[config.mk]
export PLATFORM = sky130hd
export DESIGN_NAME = universal_shift_engine
export DESIGN_NICKNAME = d
export VERILOG_FILES = /design/src/rtl/universal_shift_engine.sv
export SDC_FILE = /design/constraint.sdc
export NUM_CORES = 1
export LEC_CHECK = 0
export CAP_MARGIN = 20
export CORE_MARGIN = 3
export CORE_UTILIZATION = 50
export DETAILED_ROUTE_END_ITERATION = 16
export PLACE_DENSITY = 0.86
export SKIP_LAST_GASP = 1
export SLEW_MARGIN = 0
export SYNTH_ARGS = -nofsm -noshare
export SYNTH_HDL_FRONTEND = slang
export SYNTH_SLANG_ARGS = --single-unit
[constraint.sdc]
create_clock -name clk -period 2.2 [get_ports clk]
set_clock_uncertainty 0.2 [all_clocks]
set_input_delay 0.33 -clock clk [delete_from_list [all_inputs] [get_ports clk]]
set_output_delay 0.33 -clock clk [all_outputs]
set_load 0.03 [all_outputs]
[src/rtl/universal_shift_engine.sv]
// Universal shift register with a three-state sequencer that performs
// LOAD, CLR, NOP and multi-cycle 1-bit-per-clock shifts and rotates.
module universal_shift_engine #(
    parameter int WIDTH = 8,
    parameter int AMT_W = 4
) (
    input  logic             clk,
    input  logic             rst,
    input  logic             start_i,
    input  logic [2:0]       op_i,
    input  logic [AMT_W-1:0] amount_i,
    input  logic [WIDTH-1:0] word_i,
    input  logic             serial_i,
    output logic [WIDTH-1:0] out_o,
    output logic             serial_o,
    output logic             busy_o,
    output logic             done_o
);

    typedef enum logic [1:0] {
        S_IDLE  = 2'd0,
        S_SHIFT = 2'd1,
        S_DONE  = 2'd2
    } state_e;

    typedef enum logic [2:0] {
        OP_NOP  = 3'b000,
        OP_LOAD = 3'b001,
        OP_SHL  = 3'b010,
        OP_SHR  = 3'b011,
        OP_ROL  = 3'b100,
        OP_ROR  = 3'b101,
        OP_ASR  = 3'b110,
        OP_CLR  = 3'b111
    } op_e;

    state_e           r_state;
    op_e              r_op;
    logic [AMT_W-1:0] r_count;
    logic [WIDTH-1:0] r_out;
    logic             r_serial;
    logic             r_busy;
    logic             r_done;

    op_e              w_op_in;
    logic             w_is_shift;
    logic [WIDTH-1:0] w_step_out;
    logic             w_step_bit;

    assign w_op_in    = op_e'(op_i);
    assign w_is_shift = (op_i >= OP_SHL) && (op_i <= OP_ASR);

    // One 1-bit step of the latched operation; used only in S_SHIFT.
    // NOTE: defaults first so every path assigns both outputs and no latch is inferred.
    always_comb begin
        w_step_out = r_out;
        w_step_bit = r_serial;
        unique case (r_op)
            OP_SHL: begin
                w_step_out = {r_out[WIDTH-2:0], serial_i};
                w_step_bit = r_out[WIDTH-1];
            end
            OP_SHR: begin
                w_step_out = {serial_i, r_out[WIDTH-1:1]};
                w_step_bit = r_out[0];
            end
            OP_ROL: begin
                w_step_out = {r_out[WIDTH-2:0], r_out[WIDTH-1]};
                w_step_bit = r_out[WIDTH-1];
            end
            OP_ROR: begin
                w_step_out = {r_out[0], r_out[WIDTH-1:1]};
                w_step_bit = r_out[0];
            end
            OP_ASR: begin
                w_step_out = {r_out[WIDTH-1], r_out[WIDTH-1:1]};
                w_step_bit = r_out[0];
            end
            default: ;
        endcase
    end

    // NOTE: sequential state uses non-blocking assignments so every register samples pre-edge values.
    always_ff @(posedge clk or posedge rst) begin
        if (rst) begin
            r_state  <= S_IDLE;
            r_op     <= OP_NOP;
            r_count  <= '0;
            r_out    <= '0;
            r_serial <= 1'b0;
            r_busy   <= 1'b0;
            r_done   <= 1'b0;
        end else begin
            unique case (r_state)
                S_IDLE, S_DONE: begin
                    if (start_i) begin
                        r_op    <= w_op_in;
                        r_count <= amount_i;
                        if (w_is_shift && (amount_i != '0)) begin
                            r_state <= S_SHIFT;
                            r_busy  <= 1'b1;
                            r_done  <= 1'b0;
                        end else begin
                            r_state <= S_DONE;
                            r_done  <= 1'b1;
                            if (w_op_in == OP_LOAD) r_out <= word_i;
                            else if (w_op_in == OP_CLR) r_out <= '0;
                        end
                    end else begin
                        r_state <= S_IDLE;
                        r_done  <= 1'b0;
                    end
                end
                S_SHIFT: begin
                    r_out    <= w_step_out;
                    r_serial <= w_step_bit;
                    r_count  <= r_count - 1'b1;
                    if (r_count == AMT_W'(1)) begin
                        r_state <= S_DONE;
                        r_busy  <= 1'b0;
                        r_done  <= 1'b1;
                    end
                end
                default: begin
                    r_state <= S_IDLE;
                    r_busy  <= 1'b0;
                    r_done  <= 1'b0;
                end
            endcase
        end
    end

    assign out_o    = r_out;
    assign serial_o = r_serial;
    assign busy_o   = r_busy;
    assign done_o   = r_done;

endmodule
==> results.cfg <==
[status]
outcome = finished clean

[clock_network]
clk_pin_slew_worst_paths_ns = 0.12
hold_buffers = 0
htree_levels = 1
cts_tree = yes
clock_latency_ns = 0.31
clkSinkCount = 19
post_cts_buffers = 0
cts-root-buf = clkbuf_4
cts_buffers = 3
cts_resized = 0
clk_path_buf_depth = 2

[timing]
fin_crit_ns = 2.04
fmax_mhz = 490
worst_pin_slew_ns = 0.578
final_max_slew_viol_count = 0
maxSlewHeadroom_pct = 61.5
setup_tns_ns = 0
hold_viol = 0
setup_violations = 0
rsz0062_at_grt = no
finalCritPeriodShare_pct = 92.8

[drt]
first_iter_violations = 98
met2_length_mm = 1.86
drt-met1-wl_mm = 1.54
via_per_inst = 6.25
finalWirelength_mm = 3.71
dr_total_vias = 1344
highest_layer = met4
drc_errors = 0
firstDrtPassIters = 5
wl_per_cell_microns = 17.3
met3_wirelength_microns = 252
ant_nets = 0

[grt]
grt_max_degree = 20
grt_first_pass_wirelength_mm = 6.15
grt_util_all_layers_pct = 23.4
grt_pass1_vias = 1371
grt_overflow_total = 0
antenna_found_initial = 0

[floorplan]
start_util_pct = 54.5
core_sq_mm = 0.00254
die_area_sq_mm = 0.00344
fp.dieW_microns = 58.7
die_h_microns = 58.7
rows = 18
num_io_pins = 30

[critical_path]
max_stage_delay_ns = 0.72
cp.arrival_ns = 1.51
critPathLaunch = out_o[0]
r2r_cells = 4
cp_max_fo = 8
path_buf_inv = 1
cp_top_family = buffers and inverters
crit_required_ns = 1.67
worstSetupEndpointType = output port
ff2ff_setup_slack_ns = 0.30
worstSetupPathType = flip-flop to output port
regToRegEndpoint = out_o[6]
path_depth = 1
crit_chain = clkdlybuf4s50_1
start_kind = flip-flop
cp_slowest_cell = clkdlybuf4s50_1
r2r_start = r_op[1]
crit_path_end = out_o[0]

[power_and_ir_drop]
combinationalPowerShare_pct = 64.4
seqPwrFrac_pct = 28.7
p_int_mw = 1.41
power_mw = 2.75
peakVddDrop_mv = 1.18
p_switching_mw = 1.34
swShare_pct = 48.9
clock_power_share_pct = 6.9
p_per_area_mw_per_mm2 = 1580
leakage_nw = 0.701

[yosys]
ys_seq_area_share_pct = 34.3
synth_fp_nets = 174
syn_avg_cell_area_sq_um = 9.06
synth_area_leaders = dfrtp_1, mux2_1, nand2_1
yosysWarnings = 0
synth_ff_type = dfrtp_1
ys_types = 42
synth_edf_count = 0
ys_ff_latch = 19
synth.largest_area_cell = dfrtp_1
synth_area_sq_mm = 0.00139
synth.top_cell.area_share_pct = 34.3
synthCells = 153
synthArstFlopShare_pct = 100

[cells_and_area]
antennaDiodeCount = 0
multiInputGateArea_sq_um = 836
syn2layout_area_growth_pct = 25.6
layout-drive-gt1-share_pct = 10.3
regArea_sq_um = 475
nFillCells = 209
nets = 207

[place]
place_hpwl_mm = 2.67
port_buffers = 29
gp_congestion = 0.877

[job]
cap_violations = 0

[min_path]
hold_class = input port to asynchronous set/reset pin
-- cell type report --
type | instances | area share, %
tap | 30 | 2.16
clock inverter | 1 | 0.287
multi-input combinational | 121 | 48.0
inverter | 4 | 0.862
sequential | 19 | 27.3
timing repair buffer | 37 | 20.1
clock buffer | 3 | 1.29
-- layout by cell type, fill, tap and decap left out, types with 2 or more instances in the layout --
cell type        instances
xnor2_1                  2
o21ai_0                  2
a32oi_1                  6
o21ai_1                  6
clkdlybuf4s50_1         29
inv_1                    4
mux2i_1                  4
clkbuf_4                 3
nor2_1                  14
ha_1                     2
nor3b_1                  3
buf_4                    8
nor2b_1                  3
nand2b_1                 5
nand3b_1                 2
o22ai_1                  2
nand3_1                  8
a21oi_1                  7
dfrtp_1                 19
a31oi_1                  7
mux2_1                  12
nand2_1                 16
-- worst min-delay path by stage --
| stage | slack (ns) | start | endpoint | depth (start not counted) |
|---|---|---|---|---|
| 3_5_place_dp | 0.27 | busy_o | busy_o | 2 |
| 3_3_place_gp | 0.27 | busy_o | busy_o | 2 |
| 6_report | 0.13 | rst | out_o[4] | 3 |
| 5_1_grt | 0.19 | rst | r_count[0] | 3 |
| 4_1_cts | 0.14 | rst | out_o[5] | 3 |
| 2_1_floorplan | 0.08 | rst | busy_o | 1 |
-- flip-flops by register name, indices dropped and copies added, names as in the netlist --
register	cells
out_o	8
r_count	4
r_op	3
r_state	2
busy_o	1
serial_o	1
-- power by group through the flow --
stage | Combinational [mW] | Sequential [mW] | Clock (mW)
global placement | 1.67 | 0.765 | 0
global route | 1.92 | 0.821 | 0.209
finish | 1.77 | 0.789 | 0.191
detailed placement | 1.75 | 0.787 | 0
CTS | 1.76 | 0.779 | 0.194
floorplan | 1.16 | 0.867 | 0
-- worst reg2reg max path: stages (launching register included) --
cell and delay (ns):
dfrtp_1 0.56, and3_4 0.28, o32ai_4 0.54, nor2_1 0.11, a31oi_1 0.15
-- layer usage --
layer	track usage, %	vias up
met5	0	-
met4	10.4	0
met3	3.73	8
met2	41.1	67
met1	28.1	638
li1	-	631
-- per-stage QoR --
| stage | cell area, sq um | util [%] | setup slack (ns) | hold slack [ns] | cells |
|---|---|---|---|---|---|
| final | 1740 | 68.4 | 0.159 | 0.134 | 215 |
| after global routing | 1740 | 68.4 | 0.0994 | 0.191 | 215 |
| after CTS | 1740 | 68.4 | 0.164 | 0.143 | 215 |
| after detailed placement | 1710 | 67.4 | 0.193 | 0.270 | 211 |
| after global placement | 1710 | 67.4 | 0.255 | 0.271 | 211 |
| after floorplan | 1390 | - | 0.470 | 0.0811 | 153 |
-- cells in the mapped netlist, types with 2 or more instances --
| cell type | number |
|---|---|
| dfrtp_1 | 19 |
| nand2_1 | 16 |
| o21ai_0 | 2 |
| nor2b_1 | 3 |
| buf_2 | 6 |
| o21ai_1 | 6 |
| nand3b_1 | 2 |
| nor2_1 | 14 |
| xnor2_1 | 2 |
| a31oi_1 | 7 |
| buf_6 | 2 |
| nor3b_1 | 3 |
| inv_1 | 4 |
| nand3_1 | 8 |
| ha_1 | 2 |
| o22ai_1 | 2 |
| mux2i_1 | 4 |
| mux2_1 | 12 |
| a21oi_1 | 7 |
| nand2b_1 | 5 |
| a32oi_1 | 6 |
-- logic make-up after synthesis --
family / Yosys count / synth area share [%]
xor gates and xnor gates: 4 / 3.07
adders and majority gates: 2 / 1.80
buffers and inverters: 13 / 5.42
AOI/OAI and AO/OA: 40 / 20.7
muxes: 17 / 13.4
DFF: 19 / 34.3
and+or+nand+nor: 58 / 21.3
(Power assumes the default switching activity.)
